<file path="config.mk">
export PLATFORM = sky130hd
export DESIGN_NAME = pc_gen_flat
export DESIGN_NICKNAME = d
export VERILOG_FILES = /design/src/rtl/pc_pkg.sv /design/src/rtl/pc_gen_if.sv /design/src/rtl/pc_ras.sv /design/src/rtl/pc_gen.sv /design/src/flat_wrapper.sv
export SDC_FILE = /design/constraint.sdc
export NUM_CORES = 1
export LEC_CHECK = 0
export ABC_AREA = 1
export CAP_MARGIN = 10
export CELL_PAD_IN_SITES_DETAIL_PLACEMENT = 0
export CELL_PAD_IN_SITES_GLOBAL_PLACEMENT = 1
export CORE_UTILIZATION = 27
export DETAILED_ROUTE_END_ITERATION = 8
export GPL_ROUTABILITY_DRIVEN = 0
export GPL_TIMING_DRIVEN = 0
export PLACE_DENSITY_LB_ADDON = 0.1
export RECOVER_POWER = 100
export SYNTH_ARGS = -nofsm -noshare
export SYNTH_HDL_FRONTEND = slang
export SYNTH_SLANG_ARGS = --single-unit
</file>
<file path="constraint.sdc">
create_clock -name clk -period 2 [get_ports clk]
set_input_delay 0.3 -clock clk [delete_from_list [all_inputs] [get_ports clk]]
set_output_delay 0.3 -clock clk [all_outputs]
set_load 0.01 [all_outputs]
</file>
<file path="src/rtl/pc_pkg.sv">
// Shared types and constants for the fetch program-counter generator.
package pc_pkg;

  typedef enum logic [1:0] {
    BOOT = 2'd0,
    RUN  = 2'd1,
    HALT = 2'd2
  } pc_state_e;

  localparam logic [31:0] PC_RESET_DEFAULT = 32'h0000_0000;

  // Bits of a loaded target that are forced to zero (word-aligned fetch).
  localparam logic [1:0]  PC_ALIGN_MASK    = 2'b11;

endpackage

</file>
<file path="src/rtl/pc_gen_if.sv">
// Fetch-side bundle of pc_gen: redirect/trap/halt/RAS hints in, fetch PC out.
interface pc_gen_if #(
  parameter int XLEN = 32
);
  logic            if_ready;
  logic            redirect_valid;
  logic [XLEN-1:0] redirect_pc;
  logic            trap_valid;
  logic [XLEN-1:0] trap_pc;
  logic            halt_req;
  logic            ras_push;
  logic            ras_pop;
  logic [XLEN-1:0] pc;
  logic [XLEN-1:0] pc4;
  logic            pc_valid;

  modport master (
    input  if_ready, redirect_valid, redirect_pc, trap_valid, trap_pc,
           halt_req, ras_push, ras_pop,
    output pc, pc4, pc_valid
  );

  modport slave (
    output if_ready, redirect_valid, redirect_pc, trap_valid, trap_pc,
           halt_req, ras_push, ras_pop,
    input  pc, pc4, pc_valid
  );
endinterface

</file>
<file path="src/rtl/pc_ras.sv">
// Circular return-address stack: push overwrites the oldest entry when full,
// push+pop together replaces the top, clear empties it.
module pc_ras #(
  parameter int XLEN  = 32,
  parameter int DEPTH = 4
) (
  input  logic            clk,
  input  logic            rst_n,
  input  logic            clear,
  input  logic            push,
  input  logic            pop,
  input  logic [XLEN-1:0] push_data,
  output logic [XLEN-1:0] top,
  output logic            empty
);
  localparam int PW = $clog2(DEPTH);
  localparam int CW = $clog2(DEPTH + 1);

  logic [XLEN-1:0] mem [DEPTH];
  logic [PW-1:0]   wptr;
  logic [PW-1:0]   tptr;
  logic [CW-1:0]   cnt;
  logic            do_pop;

  assign tptr   = wptr - PW'(1);
  assign empty  = (cnt == '0);
  assign top    = mem[tptr];
  assign do_pop = pop & ~empty;

  always_ff @(posedge clk or negedge rst_n) begin
    if (!rst_n) begin
      wptr <= '0;
      cnt  <= '0;
    end else if (clear) begin
      wptr <= '0;
      cnt  <= '0;
    end else if (push && do_pop) begin
      wptr <= wptr;
      cnt  <= cnt;
    end else if (push) begin
      wptr <= wptr + PW'(1);
      if (cnt != CW'(DEPTH)) cnt <= cnt + CW'(1);
    end else if (do_pop) begin
      wptr <= tptr;
      cnt  <= cnt - CW'(1);
    end
  end

  // Prediction reads the old top combinationally, so overwriting it here is safe.
  always_ff @(posedge clk) begin
    if (push && !clear) mem[do_pop ? tptr : wptr] <= push_data;
  end

endmodule

</file>
<file path="src/rtl/pc_gen.sv">
// Fetch PC generator: BOOT/RUN/HALT sequencing and trap > redirect > hold >
// halt > RAS > pc+4 next-PC selection. Optional RAS under PC_GEN_RAS_EN.
module pc_gen
  import pc_pkg::*;
#(
  parameter int              XLEN      = 32,
  parameter logic [XLEN-1:0] RESET_PC  = XLEN'(PC_RESET_DEFAULT),
  parameter int              RAS_DEPTH = 4
) (
  input  logic      clk,
  input  logic      rst_n,
  pc_gen_if.master  bus
);
  localparam logic [XLEN-1:0] ALIGN = ~XLEN'(PC_ALIGN_MASK);

  pc_state_e       state, nxt_state;
  logic [XLEN-1:0] pc_q, nxt_pc, pc4, ras_top;
  logic            fire, ras_empty, ras_clr, ras_psh, ras_pp;

  assign pc4          = pc_q + XLEN'(4);
  assign bus.pc       = pc_q;
  assign bus.pc4      = pc4;
  assign bus.pc_valid = (state == RUN);
  assign fire         = bus.pc_valid & bus.if_ready;

  always_ff @(posedge clk or negedge rst_n) begin
    if (!rst_n) begin
      state <= BOOT;
      pc_q  <= RESET_PC;
    end else begin
      state <= nxt_state;
      pc_q  <= nxt_pc;
    end
  end

  always_comb begin
    nxt_state = state;
    nxt_pc    = pc_q;
    ras_clr   = 1'b0;
    ras_psh   = 1'b0;
    ras_pp    = 1'b0;
    if (bus.trap_valid) begin
      nxt_pc    = bus.trap_pc & ALIGN;
      nxt_state = RUN;
      ras_clr   = 1'b1;
    end else if (bus.redirect_valid) begin
      nxt_pc    = bus.redirect_pc & ALIGN;
      nxt_state = RUN;
    end else begin
      case (state)
        BOOT: nxt_state = RUN;
        RUN: begin
          if (fire) begin
            // RAS bookkeeping follows every accepted fetch, even the halting one.
            ras_psh = bus.ras_push;
            ras_pp  = bus.ras_pop;
            if (bus.halt_req) begin
              nxt_pc    = pc4;
              nxt_state = HALT;
            end else if (bus.ras_pop && !ras_empty) begin
              nxt_pc = ras_top;
            end else begin
              nxt_pc = pc4;
            end
          end
        end
        HALT: nxt_state = HALT;
        default: nxt_state = BOOT;
      endcase
    end
  end

`ifdef PC_GEN_RAS_EN
  pc_ras #(
    .XLEN  (XLEN),
    .DEPTH (RAS_DEPTH)
  ) u_ras (
    .clk       (clk),
    .rst_n     (rst_n),
    .clear     (ras_clr),
    .push      (ras_psh),
    .pop       (ras_pp),
    .push_data (pc4),
    .top       (ras_top),
    .empty     (ras_empty)
  );
`else
  localparam int unused_ras_depth = RAS_DEPTH;
  logic unused_ras;
  assign unused_ras = ^{ras_clr, ras_psh, ras_pp};
  assign ras_top    = '0;
  assign ras_empty  = 1'b1;
`endif

endmodule
</file>
<file path="src/flat_wrapper.sv">
// flat-port wrapper written by rule: the top's interface ports become plain ports
module pc_gen_flat import pc_pkg::*;
#(
  parameter int              XLEN      = 32,
  parameter logic [XLEN-1:0] RESET_PC  = XLEN'(PC_RESET_DEFAULT),
  parameter int              RAS_DEPTH = 4
)
  (clk, rst_n, bus_if_ready, bus_redirect_valid, bus_redirect_pc, bus_trap_valid, bus_trap_pc, bus_halt_req, bus_ras_push, bus_ras_pop, bus_pc, bus_pc4, bus_pc_valid);
  pc_gen_if #(.XLEN(XLEN)) bus_i ();
  input  logic clk;
  input  logic rst_n;
  input wire logic [$bits(bus_i.if_ready)-1:0] bus_if_ready;
  input wire logic [$bits(bus_i.redirect_valid)-1:0] bus_redirect_valid;
  input wire logic [$bits(bus_i.redirect_pc)-1:0] bus_redirect_pc;
  input wire logic [$bits(bus_i.trap_valid)-1:0] bus_trap_valid;
  input wire logic [$bits(bus_i.trap_pc)-1:0] bus_trap_pc;
  input wire logic [$bits(bus_i.halt_req)-1:0] bus_halt_req;
  input wire logic [$bits(bus_i.ras_push)-1:0] bus_ras_push;
  input wire logic [$bits(bus_i.ras_pop)-1:0] bus_ras_pop;
  output wire logic [$bits(bus_i.pc)-1:0] bus_pc;
  output wire logic [$bits(bus_i.pc4)-1:0] bus_pc4;
  output wire logic [$bits(bus_i.pc_valid)-1:0] bus_pc_valid;
  assign bus_i.if_ready = bus_if_ready;
  assign bus_i.redirect_valid = bus_redirect_valid;
  assign bus_i.redirect_pc = bus_redirect_pc;
  assign bus_i.trap_valid = bus_trap_valid;
  assign bus_i.trap_pc = bus_trap_pc;
  assign bus_i.halt_req = bus_halt_req;
  assign bus_i.ras_push = bus_ras_push;
  assign bus_i.ras_pop = bus_ras_pop;
  assign bus_pc = bus_i.pc;
  assign bus_pc4 = bus_i.pc4;
  assign bus_pc_valid = bus_i.pc_valid;
  pc_gen #(.XLEN(XLEN), .RESET_PC(RESET_PC), .RAS_DEPTH(RAS_DEPTH)) u_core (.clk(clk), .rst_n(rst_n), .bus(bus_i));
endmodule
</file>
==> metrics.txt <==
post-synth top area cell dfrtp_1; RSZ-0062 raised after global routing yes; DIE AREA around 11000 um^2; H-tree Lvls 2; worst skew pair latency 0.29 ns; Rows 36; worst-margin pin slew 0.913 ns; Multi-input gate area 2040 um^2; Post-synth EDFFs 0; top-area cell type share of the netlist area 0.287; global-route wire length before repair a little under 20000 um; critical path type flop to primary output; largest cells by area after synthesis dfrtp_1, nand2_1, nor2_1; min cycle time layout about 2.2 ns; Max Fclk 462 MHz; ant diodes 0; Area Growth Syn to Fin 80.3%; r2r worst-path depth 14; Post-Syn Area roughly 2800 um^2; endpoints failing setup 19; setup_tns -1.39 ns; Top FF cell, synth dfrtp_1; Post-Syn Instances 456; Storage cell area 810 um^2; Net count, final 722; most common cell after layout, fill and taps aside clkdlybuf4s50_1; failing checks negative setup slack; Final Hold Fails 0; Seq/Total Area, Yosys 0.287; via density per instance 4.73; CTS Buffer Depth 2; dpl hpwl 8600 um; Max-slew headroom 0.391; Cell Int Power ~1700 uW; Pre-antenna DRT Iters 4; Die X 104 um; DRT Wirelength 12100 um; DRT iter0 DRCs around 110; Hold Path Class input pin to asynchronous set/reset pin; r2r setup slk 0.07 ns; peak supply drop around 0.24 mV; Logic pwr share 0.479; PortBufs ~130; switching power 1020 uW; # DRC 0; CP Launch Type flop; Cell Chain, Critical Path buf_6, ha_4, nand3_2, nor2_4, nand2_2, buf_4, o21ai_2, nand2_1, buf_2; clk root buf clkbuf_8; crit-path max FO 3; Starting Density 0.282; Yosys warning count 0; critical path's largest stage delay 0.39 ns; sequential power share 0.316; CP max-delay cell dfrtp_1; r2r startpoint u_core.bus.pc[3]; Worst EP arrival 1.86 ns; Leakage around 0.0023 uW; Worst EP required 1.70 ns; Worst setup startpoint u_core.bus.pc[3]; Clk network pwr share 0.205; total track usage 0.225; CORE AREA ~9900 um^2; layout cell share with drive strength beyond 1 0.306; largest net degree at the start of global routing 33; most frequent cells in the layout clkdlybuf4s50_1, nand2_1, nor2_1; Worst Skew 0.00611 ns; Syn Area/Cell between 6 and 7 um^2; Num CTS Buffers 5; post-synthesis async set-or-reset flop share 1.00; vias in the first global route around 3700; Net Sw Frac 0.380; fin crit share 1.08; Die H 104 um; Max Slew Vio Count 0; drt wl/cell about 15 um; setup slack at placement -0.272 ns; power density over the cells 535 nW/um^2; final worst slack -0.163 ns; post-synthesis register bit count 32; initial antenna violation count 0; Vias 3698; clock slew at the register clock pins of the worst setup and hold paths 0.08 ns; post-route antenna net violation count 0; grt ovf 0; I/O pin count 137; fill cell count 1011; reg2reg end u_core.bus.pc[19]; synth unique cells 34; CTS tree yes; Max-cap violations 0; status complete, but fails checks; Crit. End Element primary output; post-layout util 0.508; CTS Sinks 32
-- worst max-delay path: cells and delay by family, from the launching register on --
kind,cells,cell delay [ns]
AND/OR/NAND/NOR,4,0.49
flip-flops,1,0.39
adder cells (fa/ha/maj),1,0.16
buffers and inverters,3,0.42
AO/OA/AOI/OAI,1,0.12
-- cells by family (layout without fill, tap and decap cells) --
| kind of cell | after synthesis | after routing | share of synthesized area |
|---|---|---|---|
| xor+xnor | 8 | 8 | 0.0251 |
| fa+ha+maj | 3 | 3 | 0.0134 |
| simple gates | 269 | 269 | 0.413 |
| other cells | 1 | 4 | 0.00134 |
| compound gates | 85 | 85 | 0.167 |
| flops | 32 | 32 | 0.287 |
| buf+inv | 58 | 247 | 0.0936 |
-- synthesized netlist by cell type (3+ instances only) --
master,n
nor2_1,96
nor2_2,4
nand2_2,4
o21ai_0,22
buf_4,9
xor2_1,6
nand2_1,120
dfrtp_1,32
a21oi_1,46
clkbuf_1,8
nor2_4,5
nand3_1,31
a21o_1,3
nand3b_1,3
a22oi_1,8
ha_1,3
inv_1,36
-- worst max-delay path by stage --
stage,end,slack (ns),depth (start not counted)
2_1_floorplan,bus_pc4[20],0.40,6
3_3_place_gp,u_core.bus.pc[31],-0.27,1
3_5_place_dp,bus_pc4[24],-0.27,8
4_1_cts,bus_pc4[30],-0.16,11
5_1_grt,bus_pc4[20],-0.23,9
6_report,bus_pc4[20],-0.16,9
-- area by class of cell --
cell class              instances  share of cell area
multi-input cells             369               0.406
flip-flops and latches         32               0.161
well taps                     133              0.0330
plain buffers                  21              0.0251
repair buffers                181               0.330
inverters                      37              0.0283
clock buffers                   8              0.0179
-- power groups by stage --
stage,combinational (uW),sequential [uW],clock [uW]
floorplan,463,869,0
global placement,1090,866,0
detailed placement,1090,865,0
CTS,1210,841,564
global route,1400,865,584
finish,1290,853,551
-- per-layer routing --
metal,vias up,track usage,share of wire,wire length (um)
li1,1835,-,-,-
met1,1719,0.307,0.46,5550
met2,129,0.371,0.47,5650
met3,15,0.0396,0.058,704
met4,0,0.0490,0.014,168
met5,-,0,0,0
-- what timing repair did --
action | in CTS | in global routing
endpoints found under the setup margin | 28 | 44
gates resized for setup | 156 | 80
buffers inserted | 45 | 12
hold buffers | 0 | 0
pin swaps | 21 | 29
-- through the flow --
stage / total power, uW / instances / hold slack, ns / area [um^2]
after detailed placement: 1960 / 718 / 0.445 / 4230
after floorplan: 1330 / 459 / 0.00441 / 2810
after global placement: 1960 / 718 / 0.520 / 4230
after global routing: 2850 / 781 / 0.213 / 5040
final: 2690 / 781 / 0.128 / 5040
after CTS: 2620 / 771 / 0.133 / 4750
-- sequential cells by signal, indices dropped and copies added (netlist names) --
| name | count |
|---|---|
| u_core.state | 2 |
| u_core.bus.pc | 30 |
(Power assumes the default switching activity.)
